==> src/rtl/addr_gen_pkg.sv <==
// Shared constants and types for the March C- SRAM address generator.
package addr_gen_pkg;

  localparam int ADDR_W   = 7;
  localparam int DEPTH    = 2 ** ADDR_W;
  localparam int MARCH_N  = 6;

  typedef enum logic [1:0] {
    IDLE = 2'd0,
    RUN  = 2'd1,
    DONE = 2'd2
  } state_e;

  typedef enum logic {
    DIR_UP   = 1'b0,
    DIR_DOWN = 1'b1
  } dir_e;

  // Bit i is the sweep direction of element i: UP, UP, UP, DOWN, DOWN, UP.
  localparam logic [MARCH_N-1:0] MARCH_C_DIR = 6'b01_1000;

  // Elements beyond the table sweep upward.
  function automatic dir_e elem_dir(input int idx);
    if (idx >= 0 && idx < MARCH_N) return dir_e'(MARCH_C_DIR[idx]);
    return DIR_UP;
  endfunction

endpackage

==> src/rtl/addr_updown_cnt.sv <==
// Loadable up/down address counter with a terminal-count flag for the
// current sweep direction.
module addr_updown_cnt
  import addr_gen_pkg::*;
#(
  parameter int ADDR_W = addr_gen_pkg::ADDR_W
) (
  input  logic              clk,
  input  logic              rst_n,
  input  logic              load,
  input  logic [ADDR_W-1:0] load_val,
  input  logic              en,
  input  dir_e              dir,
  output logic [ADDR_W-1:0] cnt,
  output logic              tc
);

  // NOTE: sequential state uses non-blocking assignments so every flop
  // samples the pre-edge values, independent of block ordering.
  always_ff @(posedge clk) begin
    if (!rst_n) begin
      cnt <= '0;
    end else if (load) begin
      cnt <= load_val;
    end else if (en) begin
      cnt <= (dir == DIR_UP) ? cnt + 1'b1 : cnt - 1'b1;
    end
  end

  assign tc = (dir == DIR_UP) ? (cnt == '1) : (cnt == '0);

endmodule

==> src/rtl/addr_gen.sv <==
// March C- address sequencer: sweeps every element of the test across the
// whole SRAM, holding each address HOLD_CYC cycles, then flags completion.
module addr_gen
  import addr_gen_pkg::*;
#(
  parameter int ADDR_W   = addr_gen_pkg::ADDR_W,
  parameter int NUM_ELEM = 6,
  parameter int HOLD_CYC = 1
) (
  input  logic              CLK,
  input  logic              nRESET,
  input  logic              MBISTEN,
  output logic [ADDR_W-1:0] ADDR,
  output logic              ADDR_done
);

  localparam int ELEM_W = (NUM_ELEM > 1) ? $clog2(NUM_ELEM) : 1;

  state_e              state;
  logic [ELEM_W-1:0]   elem;
  logic [2:0]          hold_cnt;

  logic                hold_last;
  logic                last_elem;
  logic                tc;
  dir_e                cur_dir;
  dir_e                next_dir;
  logic                cnt_load;
  logic                cnt_en;
  logic [ADDR_W-1:0]   cnt_val;

  assign hold_last = (hold_cnt == 3'(HOLD_CYC - 1));
  assign last_elem = (elem == ELEM_W'(NUM_ELEM - 1));
  assign cur_dir   = elem_dir(int'(elem));
  assign next_dir  = elem_dir(int'(elem) + 1);

  // Outside an active sweep the counter is parked at 0; at an element end it
  // loads the next start address directly so no idle cycle is inserted.
  // NOTE: every always_comb output gets a default first, so no path can
  // leave it unassigned and infer a latch.
  always_comb begin
    cnt_load = 1'b1;
    cnt_val  = '0;
    cnt_en   = 1'b0;
    if (state == RUN && MBISTEN) begin
      cnt_load = 1'b0;
      if (hold_last) begin
        if (tc) begin
          cnt_load = 1'b1;
          if (!last_elem && next_dir == DIR_DOWN) cnt_val = '1;
        end else begin
          cnt_en = 1'b1;
        end
      end
    end
  end

  addr_updown_cnt #(.ADDR_W(ADDR_W)) u_cnt (
    .clk      (CLK),
    .rst_n    (nRESET),
    .load     (cnt_load),
    .load_val (cnt_val),
    .en       (cnt_en),
    .dir      (cur_dir),
    .cnt      (ADDR),
    .tc       (tc)
  );

  always_ff @(posedge CLK) begin
    if (!nRESET) begin
      state     <= IDLE;
      elem      <= '0;
      hold_cnt  <= '0;
      ADDR_done <= 1'b0;
    end else begin
      case (state)
        IDLE: begin
          elem      <= '0;
          hold_cnt  <= '0;
          ADDR_done <= 1'b0;
          if (MBISTEN) state <= RUN;
        end
        RUN: begin
          if (!MBISTEN) begin
            state    <= IDLE;
            elem     <= '0;
            hold_cnt <= '0;
          end else if (hold_last) begin
            hold_cnt <= '0;
            if (tc) begin
              if (last_elem) begin
                state     <= DONE;
                elem      <= '0;
                ADDR_done <= 1'b1;
              end else begin
                elem <= elem + 1'b1;
              end
            end
          end else begin
            hold_cnt <= hold_cnt + 1'b1;
          end
        end
        DONE: begin
          if (!MBISTEN) begin
            state     <= IDLE;
            ADDR_done <= 1'b0;
          end
        end
        default: begin
          state     <= IDLE;
          elem      <= '0;
          hold_cnt  <= '0;
          ADDR_done <= 1'b0;
        end
      endcase
    end
  end

endmodule

==> config.mk <==
export PLATFORM = sky130hd
export DESIGN_NAME = addr_gen
export DESIGN_NICKNAME = d
export VERILOG_FILES = /design/src/rtl/addr_gen_pkg.sv /design/src/rtl/addr_updown_cnt.sv /design/src/rtl/addr_gen.sv
export SDC_FILE = /design/constraint.sdc
export NUM_CORES = 1
export LEC_CHECK = 0
export CAP_MARGIN = 30
export CORE_MARGIN = 2
export CORE_UTILIZATION = 45
export CTS_BUF_LIST = sky130_fd_sc_hd__clkbuf_8
export CTS_CLUSTER_DIAMETER = 30
export DETAILED_ROUTE_END_ITERATION = 8
export PLACE_DENSITY_LB_ADDON = 0.2
export SYNTH_ARGS = -nofsm -noshare
export SYNTH_HDL_FRONTEND = slang
export SYNTH_SLANG_ARGS = --single-unit
==> constraint.sdc <==
create_clock -name CLK -period 2.29 [get_ports CLK]
set_clock_uncertainty 0.05 [all_clocks]
set_input_delay 0.229 -clock CLK [delete_from_list [all_inputs] [get_ports CLK]]
set_output_delay 0.229 -clock CLK [all_outputs]
set_load 0.01 [all_outputs]
==> results.toml, run 1 <==
[outcome]
status = "completed"

[yosys]
muxShareOfSynthArea = 0.00881
netlist_instances = 139
synth_fa_ha_area_frac = 0.0947
synth-warning-count = 0
synth_top_area_share = 0.300
yosysUniqueCellTypes = 41
ys_ff_latch = 17
synthesis.area_sq_um = 1140
synth_top_family_by_area = "simple AND/OR/NAND/NOR gates"
synth_most_common_cell = "dfxtp_1"
postSynthAreaPerCell_sq_um = 8.17
synth_common_cells = "dfxtp_1 (17), nand2_1 (13), a21oi_1 (11), nor2_1 (11), o21ai_0 (10)"
async_flop_share = 0
synth_ff_type = "dfxtp_1"
syn-num-nets = 150
synth_compound_area_frac = 0.252
synth_simple_gate_area_frac = 0.278
synth_top_area_cell = "dfxtp_1"
ys_seq_area_frac = 0.300
synth_xor_area_frac = 0.0231
synth-edff-count = 0
synthTopCellsByArea = "dfxtp_1 (30%), ha_1 (7.7%), a21oi_1 (4.8%)"

[cells_and_area]
fin_nets = 166
synthToLayoutAreaGrowth_pct = 17.7
n_antenna_cell = 0
fin_cells = 184
fillers = 221
drive_above_1_share = 0.117
fin_area_sq_um = 1340

[place]
port_buffers = 10
dp_slack_ps = 105
dpl.hpwl_microns = 1800
dp.cells = 177
place_area_sq_um = 1270
gp_congestion = 0.808

[cts]
hold_buffers = 0
clock_path_buffers = 2
h-tree-depth = 1
post_cts_resized = 0
clk_latency_ps = 250
cts_sinks = 17
cts_buffers = 3
cts-root-buf = "clkbuf_8"
clk_pin_slew_ps = 70
cts_tree = "yes"

[timing]
finalSetupViolations = 0
min_period_over_period = 0.949
fin_setup_tns_ps = 0
hold_violations = 0
slew_headroom = 0.633
fin_crit_ps = 2170
setup_slack_ps = 117
max_freq_mhz = 460
worstMarginPinSlew_ps = 549
holdWs_ps = 392
slew_viol_final = 0

[floorplanning]
die_x_microns = 54.2
rows = 18
start_util = 0.467
core-area_sq_um = 2430
die-area_sq_um = 2940
fp.dieH_microns = 54.2
io_pins = 11

[routing]
via_per_inst = 5.50
post_drt_wl_per_cell_microns = 12.6
ant_nets = 0
drc = 0
num_vias = 1012
drtIter0Drc = 22
drt_wl_total_microns = 2320
firstDrtPassIters = 4

[global_routing]
antenna_found_initial = 0
grt_max_degree = 11
track_usage = 0.178
grt_pass1_vias = 887
grt_overflow_total = 0
grt_pass1_wl_microns = 3770

[power_and_ir_drop]
powerDensity_nw_per_um2 = 410
intPower_uw = 430
p_leak_nw = 0.536
combinationalPowerShare = 0.049
power_switching_uw = 119
irDropWorstVdd_uv = 360
seqPwrFrac = 0.544
clkPwrFrac = 0.406
power_switching_share = 0.217

[setup_path]
arrival_ps = 2260
critical_path.endpoint_type = "register"
required_ps = 2380
cp-start-kind = "register"
worst-path-max-fanout = 7
slowest_delay_ps = 380
criticalPathCategory = "reg -> reg"
crit_chain = "a21boi_4 > inv_2 > fa_1 > nand2b_1 > a21oi_1 > o21ai_0 > and3_1 > o21ai_1 > a21oi_1"
cp_slowest_cell = "dfxtp_1"
cp_common_cell = "a21oi_1"

[flow_run]
maxCapViolCount = 0

[worst_hold_path]
hold_path_class = "reg -> reg"
registers in the layout, summed over array words and instances (netlist names), named ones only:
signal / flops
u_cnt.cnt: 7
elem: 3
hold_cnt: 3
state: 2
ADDR_done: 1
what timing repair did:
item,in CTS,in global routing
endpoints found under the setup margin,0,1
buffers inserted,0,3
hold endpoints to repair,0,0
cell families (layout without fill, tap and decap cells):
group	count (synthesis)	after routing
and+or+nand+nor	56	56
muxes	1	1
buffers and inverters	13	28
adders and majority gates	8	8
DFF	17	17
xor gates and xnor gates	3	3
AOI/OAI and AO/OA	41	41
metal layers:
metal | vias to the layer above | track usage | part of all wire
li1 | 527 | - | -
met1 | 455 | 0.234 | 0.48
met2 | 28 | 0.281 | 0.46
met3 | 2 | 0.0574 | 0.064
met4 | 0 | 0.0458 | 0.0043
met5 | - | 0 | 0
placed cells by master, fill, tap and decap left out, types with 3 or more instances in the layout:
cell              n
dfxtp_1          17
nand2_1          13
nor2_1           11
a21oi_1          11
o21ai_0          10
clkdlybuf4s50_1  10
inv_1             8
nor2b_1           7
ha_1              7
nand2b_1          4
a31oi_1           4
o21ai_1           4
buf_4             4
and2_1            3
xnor2_1           3
clkbuf_8          3
per-stage QoR:
step	total power, mW	util
2_1_floorplan	0.322	-
3_3_place_gp	0.332	0.522
3_5_place_dp	0.332	0.522
4_1_cts	0.558	0.541
5_1_grt	0.570	0.550
6_report	0.549	0.550
path summary, 6_finish.rpt:
check	slack (ps)	from	to	cells past startpoint
worst min register to register	390	state[1]	state[0]	1
worst max register to register	120	elem[2]	u_cnt.cnt[6]	9
worst min-delay path	390	state[1]	state[0]	1
worst max-delay path	120	elem[2]	u_cnt.cnt[6]	9
power by group through the flow:
stage	registers (mW)	clock network, mW	logic [mW]
finish	0.299	0.223	0.0270
global route	0.299	0.242	0.0301
CTS	0.298	0.233	0.0270
detailed placement	0.305	0	0.0269
global placement	0.305	0	0.0270
floorplan	0.305	0	0.0173
area by class of cell:
| cell class | instances | area, sq um | share of cell area |
|---|---|---|---|
| Multi-Input combinational cell | 109 | 746 | 0.558 |
| Sequential cell | 17 | 340 | 0.254 |
| Timing Repair Buffer | 14 | 130 | 0.0973 |
| Clock buffer | 3 | 41.3 | 0.0309 |
| Inverter | 10 | 37.5 | 0.0281 |
| Tap cell | 30 | 37.5 | 0.0281 |
| Clock inverter | 1 | 5.00 | 0.00374 |
critical path: cells and delay by family (launching register included):
kind | cells | cell delay, ps
AO/OA/AOI/OAI | 5 | 790
adder cells (fa/ha/maj) | 1 | 380
buffers and inverters | 1 | 100
flip-flops | 1 | 380
AND/OR/NAND/NOR | 2 | 380
(Power assumes the default switching activity.)
==> inputs of run 2 (changes only) <==
--- a/config.mk
+++ b/config.mk
@@ -10,6 +10,7 @@
 export CORE_UTILIZATION = 45
 export CTS_BUF_LIST = sky130_fd_sc_hd__clkbuf_8
 export CTS_CLUSTER_DIAMETER = 30
+export CTS_CLUSTER_SIZE = 20
 export DETAILED_ROUTE_END_ITERATION = 8
 export PLACE_DENSITY_LB_ADDON = 0.2
 export SYNTH_ARGS = -nofsm -noshare
==> results of run 2 <==
The final DEF is identical to that of run 1; final timing and power are the same.
